`src/rtl/ws2812_feeder_if.sv`:
```
// rtl/ws2812_feeder_if.sv - frame request, ROM/RAM fetch and PIO command bus of the WS2812 feeder
interface ws2812_feeder_if;
  logic        start;
  logic [7:0]  num_leds;
  logic [4:0]  prog_addr;
  logic [15:0] prog_data;
  logic [7:0]  pix_addr;
  logic [23:0] pix_data;
  logic        tx_full;
  logic [3:0]  action;
  logic [4:0]  index;
  logic [1:0]  mindex;
  logic [31:0] din;
  logic        busy;
  logic        done;

  modport master (
    output start, num_leds, prog_data, pix_data, tx_full,
    input  prog_addr, pix_addr, action, index, mindex, din, busy, done
  );

  modport slave (
    input  start, num_leds, prog_data, pix_data, tx_full,
    output prog_addr, pix_addr, action, index, mindex, din, busy, done
  );
endinterface

```
`src/rtl/ws2812_feeder.sv`:
```
// rtl/ws2812_feeder.sv - loads a WS2812 PIO program and config, then streams GRB pixels into the TX FIFO
module ws2812_feeder #(
  parameter int          PLEN       = 4,
  parameter logic [23:0] CLK_DIV    = 24'h0535,
  parameter logic [31:0] PIN_GRPS   = 32'h20000000,
  parameter logic [5:0]  SIDESET    = 6'b100001,
  parameter logic [31:0] SHIFT_CFG  = 32'h30020000,
  parameter int          GAP_CYCLES = 1250
) (
  input  logic          clk,
  input  logic          reset,
  ws2812_feeder_if.slave bus
);

  localparam logic [2:0] S_CFG_PROG = 3'd0;
  localparam logic [2:0] S_CFG_REGS = 3'd1;
  localparam logic [2:0] S_READY    = 3'd2;
  localparam logic [2:0] S_FETCH    = 3'd3;
  localparam logic [2:0] S_PUSH     = 3'd4;
  localparam logic [2:0] S_GAP      = 3'd5;

  localparam logic [3:0] A_NONE  = 4'd0;
  localparam logic [3:0] A_INSTR = 4'd1;
  localparam logic [3:0] A_PEND  = 4'd2;
  localparam logic [3:0] A_PUSH  = 4'd4;
  localparam logic [3:0] A_GRPS  = 4'd5;
  localparam logic [3:0] A_EN    = 4'd6;
  localparam logic [3:0] A_DIV   = 4'd7;
  localparam logic [3:0] A_SIDES = 4'd8;
  localparam logic [3:0] A_SHIFT = 4'd10;

  localparam int          GW       = (GAP_CYCLES > 1) ? $clog2(GAP_CYCLES) : 1;
  localparam logic [GW-1:0] GAP_LAST = GW'(GAP_CYCLES - 1);
  localparam logic [5:0]  PLEN_W   = 6'(PLEN);

  logic [2:0]    r_state;
  logic [5:0]    r_step;
  logic [4:0]    r_prog_addr;
  logic [7:0]    r_pix_addr;
  logic [7:0]    r_len;
  logic [23:0]   r_pix;
  logic          r_pix_ok;
  logic [GW-1:0] r_gap;
  logic          r_busy;
  logic [4:0]    r_index;
  logic [31:0]   r_din;

  logic [3:0]    w_action;
  logic [4:0]    w_index;
  logic [31:0]   w_din;
  logic [23:0]   w_pixel;
  logic          w_issue;
  logic [7:0]    w_cnt_nxt;
  logic          w_gap_end;

  // Commands are decoded combinationally so ROM/RAM data and tx_full act in the cycle they are valid;
  // index/din registers only remember the last issued values.
  always_comb begin
    w_action = A_NONE;
    w_index  = r_index;
    w_din    = r_din;
    w_pixel  = r_pix_ok ? r_pix : bus.pix_data;
    case (r_state)
      S_CFG_PROG: begin
        if (r_step != 6'd0) begin
          w_action = A_INSTR;
          w_index  = 5'(r_step - 6'd1);
          w_din    = {16'h0000, bus.prog_data};
        end
      end
      S_CFG_REGS: begin
        case (r_step[2:0])
          3'd0:    begin w_action = A_PEND;  w_din = 32'(PLEN - 1);       end
          3'd1:    begin w_action = A_DIV;   w_din = {8'h00, CLK_DIV};    end
          3'd2:    begin w_action = A_GRPS;  w_din = PIN_GRPS;            end
          3'd3:    begin w_action = A_SIDES; w_din = {26'h0, SIDESET};    end
          3'd4:    begin w_action = A_SHIFT; w_din = SHIFT_CFG;           end
          default: begin w_action = A_EN;    w_din = 32'd1;               end
        endcase
      end
      S_PUSH: begin
        if (!bus.tx_full) begin
          w_action = A_PUSH;
          w_din    = {w_pixel, 8'h00};
        end
      end
      default: ;
    endcase
    w_issue = (w_action != A_NONE);
  end

  assign w_cnt_nxt = r_pix_addr + 8'd1;
  assign w_gap_end = (r_state == S_GAP) && (r_gap == GAP_LAST);

  always_ff @(posedge clk) begin
    if (reset) begin
      r_state     <= S_CFG_PROG;
      r_step      <= '0;
      r_prog_addr <= '0;
      r_pix_addr  <= '0;
      r_len       <= '0;
      r_pix       <= '0;
      r_pix_ok    <= 1'b0;
      r_gap       <= '0;
      r_busy      <= 1'b0;
      r_index     <= '0;
      r_din       <= '0;
    end else begin
      if (w_issue) begin
        r_index <= w_index;
        r_din   <= w_din;
      end
      case (r_state)
        S_CFG_PROG: begin
          if (r_step == PLEN_W) begin
            r_state <= S_CFG_REGS;
            r_step  <= '0;
          end else begin
            r_step <= r_step + 6'd1;
            if ((r_step + 6'd1) < PLEN_W) r_prog_addr <= 5'(r_step + 6'd1);
          end
        end
        S_CFG_REGS: begin
          if (r_step == 6'd5) begin
            r_state <= S_READY;
            r_step  <= '0;
          end else begin
            r_step <= r_step + 6'd1;
          end
        end
        S_READY: begin
          if (bus.start) begin
            r_busy     <= 1'b1;
            r_len      <= bus.num_leds;
            r_pix_addr <= '0;
            r_pix_ok   <= 1'b0;
            r_gap      <= '0;
            r_state    <= (bus.num_leds == 8'd0) ? S_GAP : S_FETCH;
          end
        end
        S_FETCH: begin
          r_pix_ok <= 1'b0;
          r_state  <= S_PUSH;
        end
        S_PUSH: begin
          if (w_issue) begin
            r_pix_ok   <= 1'b0;
            r_pix_addr <= w_cnt_nxt;
            r_state    <= (w_cnt_nxt == r_len) ? S_GAP : S_FETCH;
          end else begin
            // FIFO full: freeze the pixel so later RAM traffic cannot alter it
            r_pix    <= w_pixel;
            r_pix_ok <= 1'b1;
          end
        end
        S_GAP: begin
          if (w_gap_end) begin
            r_busy  <= 1'b0;
            r_state <= S_READY;
          end else begin
            r_gap <= r_gap + 1'b1;
          end
        end
        default: r_state <= S_CFG_PROG;
      endcase
    end
  end

  assign bus.prog_addr = r_prog_addr;
  assign bus.pix_addr  = r_pix_addr;
  assign bus.action    = w_action;
  assign bus.index     = w_index;
  assign bus.din       = w_din;
  assign bus.mindex    = 2'd0;
  assign bus.busy      = r_busy;
  assign bus.done      = w_gap_end;

endmodule

```
`src/flat_wrapper.sv`:
```
// flat-port wrapper written by rule: the top's interface ports become plain ports
module ws2812_feeder_flat 
#(
  parameter int          PLEN       = 4,
  parameter logic [23:0] CLK_DIV    = 24'h0535,
  parameter logic [31:0] PIN_GRPS   = 32'h20000000,
  parameter logic [5:0]  SIDESET    = 6'b100001,
  parameter logic [31:0] SHIFT_CFG  = 32'h30020000,
  parameter int          GAP_CYCLES = 1250
)
  (clk, reset, bus_start, bus_num_leds, bus_prog_data, bus_pix_data, bus_tx_full, bus_prog_addr, bus_pix_addr, bus_action, bus_index, bus_mindex, bus_din, bus_busy, bus_done);
  ws2812_feeder_if bus_i ();
  input  logic clk;
  input  logic reset;
  input wire logic [$bits(bus_i.start)-1:0] bus_start;
  input wire logic [$bits(bus_i.num_leds)-1:0] bus_num_leds;
  input wire logic [$bits(bus_i.prog_data)-1:0] bus_prog_data;
  input wire logic [$bits(bus_i.pix_data)-1:0] bus_pix_data;
  input wire logic [$bits(bus_i.tx_full)-1:0] bus_tx_full;
  output wire logic [$bits(bus_i.prog_addr)-1:0] bus_prog_addr;
  output wire logic [$bits(bus_i.pix_addr)-1:0] bus_pix_addr;
  output wire logic [$bits(bus_i.action)-1:0] bus_action;
  output wire logic [$bits(bus_i.index)-1:0] bus_index;
  output wire logic [$bits(bus_i.mindex)-1:0] bus_mindex;
  output wire logic [$bits(bus_i.din)-1:0] bus_din;
  output wire logic [$bits(bus_i.busy)-1:0] bus_busy;
  output wire logic [$bits(bus_i.done)-1:0] bus_done;
  assign bus_i.start = bus_start;
  assign bus_i.num_leds = bus_num_leds;
  assign bus_i.prog_data = bus_prog_data;
  assign bus_i.pix_data = bus_pix_data;
  assign bus_i.tx_full = bus_tx_full;
  assign bus_prog_addr = bus_i.prog_addr;
  assign bus_pix_addr = bus_i.pix_addr;
  assign bus_action = bus_i.action;
  assign bus_index = bus_i.index;
  assign bus_mindex = bus_i.mindex;
  assign bus_din = bus_i.din;
  assign bus_busy = bus_i.busy;
  assign bus_done = bus_i.done;
  ws2812_feeder #(.PLEN(PLEN), .CLK_DIV(CLK_DIV), .PIN_GRPS(PIN_GRPS), .SIDESET(SIDESET), .SHIFT_CFG(SHIFT_CFG), .GAP_CYCLES(GAP_CYCLES)) u_core (.clk(clk), .reset(reset), .bus(bus_i));
endmodule
```
`config.mk`:
```
export PLATFORM = sky130hd
export DESIGN_NAME = ws2812_feeder_flat
export DESIGN_NICKNAME = d
export VERILOG_FILES = /design/src/rtl/ws2812_feeder_if.sv /design/src/rtl/ws2812_feeder.sv /design/src/flat_wrapper.sv
export SDC_FILE = /design/constraint.sdc
export NUM_CORES = 1
export LEC_CHECK = 0
export CORE_AREA = 2 2 116 118
export DETAILED_ROUTE_END_ITERATION = 12
export DIE_AREA = 0 0 118 120
export PLACE_DENSITY_LB_ADDON = 0.12
export SETUP_SLACK_MARGIN = 0.5
export SYNTH_ARGS = -nofsm -noshare
export SYNTH_HDL_FRONTEND = slang
export SYNTH_SLANG_ARGS = --single-unit
```
`constraint.sdc`:
```
create_clock -name clk -period 4.9 [get_ports clk]
set_clock_uncertainty 0.15 [all_clocks]
set_input_delay 1.225 -clock clk [delete_from_list [all_inputs] [get_ports clk]]
set_output_delay 1.225 -clock clk [all_outputs]
set_load 0.02 [all_outputs]
```
==> summary.md <==
| Metric | Value |
|---|---|
| GRT Resource Usage Total | 0.188 |
| Antenna violations before repair | 0 |
| Non-Filler Instances | 861 |
| CTS buffer count | 9 |
| Clock Sink Count | 104 |
| Synth top area cells | dfxtp_1 (41%), nand2_1 (6.4%), a21oi_1 (6.1%) |
| Main synth FF type | dfxtp_1 |
| Drt via density | 5.21 |
| Peak Freq | 0.232 GHz |
| Die Ht | 120 um |
| WS Path Type | in2out |
| CP Launch Type | input port |
| Cells after synthesis | 599 |
| Synth Register Bits | 104 |
| Chip width | 118 um |
| Ant. Diodes | 0 |
| Number of flops mapped to enable cells by yosys | 0 |
| Layout fillers | 1282 |
| Total Neg Setup Slack | 0 ns |
| Ys Warns | 0 |
| Arr. time, crit path | 2.93 ns |
| Req. time, crit path | 3.52 ns |
| CTS tree | built |
| Postcts setup bufs | 0 |
| Seq/Total Area, Yosys | 0.415 |
| Final hold vios | 0 |
| Fin crit share | 0.878 |
| Worst rel slew slack | 0.338 |
| Run status | completed |
| Skew-Pair Late Insertion Delay | 0.35 ns |
| RR Startpoint | u_core.r_state[1] |
| WL/cell | 15.1 um |
| Num rows | 42 |
| Clock Path Buffers | 2 |
| Total routed wirelength | 13000 um |
| Final ANT Viol Nets | 0 |
| Slew Limit Fails | 0 |
| Top Ports | 110 |
| Crit-path max FO | 8 |
| First-pass GRT wire length | 21600 um |
| Layout cells sized above 1 | 0.0599 |
| Largest net degree at the start of global routing | 39 |
| Tmin final | 4.30 ns |
| Worst-path clk slew | 0.08 ns |
| GRT overflow | 0 |
| Clk root buf | clkbuf_16 |
| Maximum level of the CTS H-tree | 3 |
| Worst Setup SP | bus_tx_full |
| Slowest stage delay, CP | 0.61 ns |
| Starting DRT DRC Count | 231 |
| Top cell type's share of synthesized area | 0.415 |
| Total core area | 0.0130 sq mm |
| # port buffers | 107 |
| Final GP Congestion | 0.813 |
| Worst Setup End Kind | primary output |
| Unrepaired setup endpoints after global routing | false |
| Die area | 0.0142 sq mm |
| Slowest cell on crit path | clkdlybuf4s50_1 |
| VDD IR-drop max | 0.232 mV |
| Vias | 4486 |
| Worst slew pin tran | 0.992 ns |
| Residual DRC count | 0 |
| Cell repeated most along the worst path | clkdlybuf4s50_1 |
| Starting density of the core | 0.387 |
| Pleak | 2.38 nW |
| Synth unique cells | 60 |
| CP Cell Sequence | clkdlybuf4s50_1 -> nand2b_4 -> and2_4 -> a22o_1 -> clkdlybuf4s50_1 |
| Layout area overhead | 28.4% |
| Detail Placement HPWL | 9050 um |
| Hold_sp | u_core.r_pix[13] |
| Mapped Area | 0.00502 sq mm |
| Leading area contributor after synthesis | dfxtp_1 |
| Max Cap Viol | 0 |
| HP Class | reg2reg |
| Ys async rst share | 0 |
| Placed instance count | 845 |
| Syn Area/Cell | 8.38 sq um |
| P per Cell Area | 310 mW/mm^2 |
| Vias in the first global route | 4363 |
| Setup violations, final | 0 |
| Final nets | 742 |
| DRT Pass-1 Iters | 5 |
critical path: cells and delay by family:
| kind | cells | cell delay, ns |
|---|---|---|
| AO/OA/AOI/OAI | 1 | 0.18 |
| buffers and inverters | 2 | 1.14 |
| AND/OR/NAND/NOR | 2 | 0.38 |
sequential cells by signal, summed over array words and instances, names as in the netlist:
name and cells:
u_core.r_pix 24, u_core.bus.busy 1, u_core.bus.prog_addr 5, u_core.bus.pix_addr 8, u_core.r_len 8, u_core.r_pix_ok 1, u_core.r_step 6, u_core.r_gap 11
u_core.r_index 5, u_core.r_state 3, u_core.r_din 32
cells in the mapped netlist, drive strengths merged (2+ instances only):
| cell type | n |
|---|---|
| buf | 16 |
| dfxtp | 104 |
| xnor2 | 12 |
| nand4 | 5 |
| inv | 7 |
| nor4bb | 2 |
| or3 | 2 |
| a222oi | 2 |
| nor3 | 10 |
| nor2b | 40 |
| nand2b | 4 |
| and2 | 8 |
| a211oi | 2 |
| a22o | 5 |
| o31ai | 3 |
| nand3 | 12 |
| a21o | 2 |
| nand3b | 4 |
| a311oi | 3 |
| mux2i | 25 |
| clkbuf | 29 |
| a21boi | 2 |
| and4 | 2 |
| a31oi | 4 |
| xor2 | 12 |
| nand2 | 86 |
| a22oi | 2 |
| nor2 | 50 |
| nor4b | 3 |
| o2bb2ai | 13 |
| nor4 | 2 |
| or2 | 4 |
| o21ai | 23 |
| a221o | 10 |
| and3 | 2 |
| nor3b | 4 |
| ha | 10 |
| a21oi | 61 |
| nand4b | 2 |
final cells by class:
type | count | area [sq um] | area share
well taps | 176 | 220 | 0.0342
inverters | 7 | 26.3 | 0.00408
flip-flops and latches | 104 | 2080 | 0.323
clock buffers | 9 | 225 | 0.0349
repair buffers | 114 | 1100 | 0.171
clock inverters | 7 | 63.8 | 0.00990
multi-input cells | 444 | 2730 | 0.423
power by group:
| part | switching, mW | total, mW | leakage [nW] | internal [mW] |
|---|---|---|---|---|
| clock network | 0.346 | 0.702 | 0.145 | 0.357 |
| logic | 0.216 | 0.400 | 1.39 | 0.184 |
| registers | 0.0181 | 0.893 | 0.843 | 0.875 |
| total | 0.580 | 2.00 | 2.38 | 1.42 |
stage by stage:
step           power (mW)  area (sq um)  hold WS, ns  utilization  setup slack, ns
6_report             2.00          6440        0.306        0.497            0.598
4_1_cts              2.02          6440        0.310        0.496            0.520
3_5_place_dp         1.33          6180        0.298        0.476            0.171
2_1_floorplan        1.15          5020        0.286            -             1.08
3_3_place_gp         1.33          6180        0.292        0.476            0.181
5_1_grt              2.09          6440        0.326        0.497            0.529
cell families after synthesis:
| logic type | after synthesis | share of synthesized area |
|---|---|---|
| AND/OR/NAND/NOR | 243 | 0.242 |
| AO/OA/AOI/OAI | 139 | 0.178 |
| flip-flops | 104 | 0.415 |
| buffers and inverters | 52 | 0.0458 |
| multiplexers | 26 | 0.0521 |
| XOR/XNOR | 24 | 0.0419 |
| adder cells (fa/ha/maj) | 10 | 0.0249 |
| other | 1 | 0.000747 |
per-layer routing:
layer	GRT usage	wire (um)	vias up
li1	-	-	2233
met1	0.250	6150	2129
met2	0.307	6100	111
met3	0.0342	563	13
met4	0.0648	178	0
met5	0	0	-
path summary, 6_finish.rpt:
path	end	cells after the start	slack, ns
max	bus_din[6]	5	0.60
min	u_core.r_pix[13]	2	0.31
max reg2reg	u_core.r_gap[5]	6	2.35
min reg2reg	u_core.r_pix[13]	2	0.31
repair_timing:
action	CTS	global route
cloned	0	0
pin swaps	0	1
hold buffers	0	0
setup endpoints to repair	33	7
resized for setup	35	5
cell usage in the layout, fill, tap and decap left out, types with 4 or more instances in the layout:
cell and instances:
o21ai_0 21, dfxtp_1 103, inv_1 6, nor2b_1 40
a22o_1 5, nand3b_1 4, a21oi_1 61, xnor2_1 12
o2bb2ai_1 13, mux2i_1 25, clkdlybuf4s50_1 75, xor2_1 12
nand2_1 86, buf_4 5, ha_1 10, a221o_1 10
nand3_1 12, and2_1 6, nor2_1 48, dlygate4sd2_1 29
nor3_1 8, a31oi_1 4, clkbuf_16 9, nand4_1 5
(Power assumes the default switching activity.)
==> RTL change: new RTL, config.mk and constraints unchanged <==
`GAP_CYCLES` is set to 1250 in 2 places; all go to 2500.
--- a/src/rtl/ws2812_feeder.sv
+++ b/src/rtl/ws2812_feeder.sv
@@ -5,7 +5,7 @@
   parameter logic [31:0] PIN_GRPS   = 32'h20000000,
   parameter logic [5:0]  SIDESET    = 6'b100001,
   parameter logic [31:0] SHIFT_CFG  = 32'h30020000,
-  parameter int          GAP_CYCLES = 1250
+  parameter int          GAP_CYCLES = 2500
 ) (
   input  logic          clk,
   input  logic          reset,
--- a/src/flat_wrapper.sv
+++ b/src/flat_wrapper.sv
@@ -6,7 +6,7 @@
   parameter logic [31:0] PIN_GRPS   = 32'h20000000,
   parameter logic [5:0]  SIDESET    = 6'b100001,
   parameter logic [31:0] SHIFT_CFG  = 32'h30020000,
-  parameter int          GAP_CYCLES = 1250
+  parameter int          GAP_CYCLES = 2500
 )
   (clk, reset, bus_start, bus_num_leds, bus_prog_data, bus_pix_data, bus_tx_full, bus_prog_addr, bus_pix_addr, bus_action, bus_index, bus_mindex, bus_din, bus_busy, bus_done);
   ws2812_feeder_if bus_i ();
Function: same outputs for any inputs over 10 cycles, from zero or initial values and one cycle with reset high; that may be too few to reach the edited logic, so the function may still have changed.
==> RTL change against the unedited design <==
Worst setup slack got worse by 0.023 ns. Non-clock buffer count up 1. Total power up 9.3%. Design area up 5.0%. Wire length increased by 2.8%. Area after synthesis rose by 5.0%. Global-route usage grew 0.18 points. Sequential cell count grew 1. Critical path type unchanged. Largest power group unchanged.
==> RTL change: results (changes against the unedited design) <==
Iter 0 DRT Violations - 299 (was 231)
Gr usage total - 19.0% (was 18.8%)
Status - complete, no violations (unchanged)
TritonRoute pass-1 iters - 6 (was 5)
Distinct cells, synth - 59 (was 60)
Vias in the first global route - 4,531 (was 4,363)
Clk root buf - clkbuf_16 (unchanged)
CP Data Arrival Time - 2.95 ns (was 2.93 ns)
Area post-placement - 6420 um2 (was 6180 um2)
Post-synthesis sequential area ratio - 39.9% (was 41.5%)
Worst-path maximum fanout - 6 (was 8)
Largest net degree at the start of global routing - 97 (was 39)
Average size of a mapped cell - 8.09 um2 (was 8.38 um2)
Final Wtd Congestion - 0.787 (was 0.813)
YS warnings - 0 (unchanged)
Synth Flop Type - dfxtp_1 (unchanged)
Peak VDD IR - 0.000169 V (was 0.000232 V)
Layout cells sized above 1 - 6.22% (was 5.99%)
HPWL after DPL - 9120 um (was 9050 um)
Ys async rst share - 0% (unchanged)
CP max stage delay - 0.53 ns (was 0.61 ns)
Met3 Usage GRT - 3.18% (was 3.42%)
Final Non-Filler Cells - 917 (was 861)
Worst-margin pin slew - 1.03 ns (was 0.992 ns)
Class of the worst hold path - register to register (unchanged)
Leakage - 2.60 nW (was 2.38 nW)
Longest Clk Path Bufs - 2 (unchanged)
Most flops, register - u_core.r_din (unchanged)
Met2 usage - 32.2% (was 30.7%)
CTS Buf Count - 9 (unchanged)
Commonest cells post-synth - 105 x dfxtp_1, 96 x nor2_1, 88 x nand2_1, 79 x a21oi_1, 29 x a21o_1 (was 104 x dfxtp_1, 86 x nand2_1, 61 x a21oi_1, 49 x nor2_1, 40 x nor2b_1)
M1 GR Usage - 24.1% (was 25.0%)
Cell family with most CP delay - buffers and inverters (unchanged)
Area contributors post-synth - dfxtp_1 40%, a21oi_1 7.5%, nor2_1 6.8%, nand2_1 6.3%, mux2i_1 5.1% (was dfxtp_1 41%, nand2_1 6.4%, a21oi_1 6.1%, mux2i_1 5.0%, nor2b_1 5.0%)
Buffers on Ports - 107 (unchanged)
Via/cell ratio - 5.22 (was 5.21)
Remaining global-route overflow - 0 (unchanged)
Max Clk Rate - 231 MHz (was 232 MHz)
Critical Path Slowest Stage Cell - clkdlybuf4s50_1 (unchanged)
Final nets - 795 (was 742)
Flop2flop setup slack - 2.23 ns (was 2.35 ns)
Worst-Skew Late Latency - 0.35 ns (about the same)
Placed insts - 896 (was 845)
CTS clk-pin slew, worst paths - 0.07 ns
CTS H-Tree Depth - 3 (unchanged)
Largest registers - u_core.r_din (32), u_core.r_pix (24), u_core.r_gap (12) (was u_core.r_din (32), u_core.r_pix (24), u_core.r_gap (11))
Post-place setup slack - 0.189 ns (was 0.171 ns)
Initial antenna violation count - 1 (was 0)
Final hold slack - 0.306 ns (about the same)
DRT Wirelength - 13,400 um (was 13,000 um)
First-pass GRT wire length - 22,000 um (was 21,600 um)
[RTL change: logic make-up after synthesis]
family / share of synthesized area, %
fa+ha+maj: 1.90
simple gates: 22.5
compound gates: 21.0
xor+xnor: 4.15
flops: 39.9
mux: 5.77
other cells: 0.0711
buf+inv: 4.65
[RTL change: path summary, 6_finish.rpt]
| kind | startpoint | cells past startpoint | end |
|---|---|---|---|
| worst min-delay path | u_core.r_pix[6] | 2 | u_core.r_pix[6] |
| worst max register to register | u_core.r_step[2] | 8 | u_core.r_din[4] |
| worst min register to register | u_core.r_pix[6] | 2 | u_core.r_pix[6] |
| worst max-delay path | bus_tx_full | 7 | bus_din[3] |
[RTL change: area by class of cell]
class | instances | area, um2
fill | 1260 | 6210
multi-input combinational | 494 | 2970
sequential | 105 | 2100
timing repair buffer | 115 | 1140
clock buffer | 12 | 236
tap | 176 | 220
clock inverter | 4 | 53.8
inverter | 10 | 37.5
antenna | 1 | 2.50
[RTL change: routing by layer]
metal,share of wire [%],vias up,routed length [um]
li1,-,2426,-
met4,1.9,0,252
met3,4.2,17,562
met2,47,102,6300
met5,0,-,0
met1,47,2245,6240
[RTL change: worst min-delay path, cell delays in order, from the launching register on]
cell and delay (ns):
dfxtp_1 0.31, nand2_1 0.05, a21oi_1 0.05
[RTL change: power breakdown]
group | internal, W | leakage, nW | total (W) | switching, W
Combinational | 0.000252 | 1.62 | 0.000546 | 0.000295
Sequential | 0.000889 | 0.851 | 0.000912 | 0.0000226
Clock | 0.000398 | 0.133 | 0.000723 | 0.000325
[RTL change: what timing repair did]
action,in CTS,in global routing
resized for setup,17,1
pin swaps,2,1
setup buffers,1,2
endpoints found under the hold margin,0,0
cloned,1,0
setup endpoints to repair,32,18
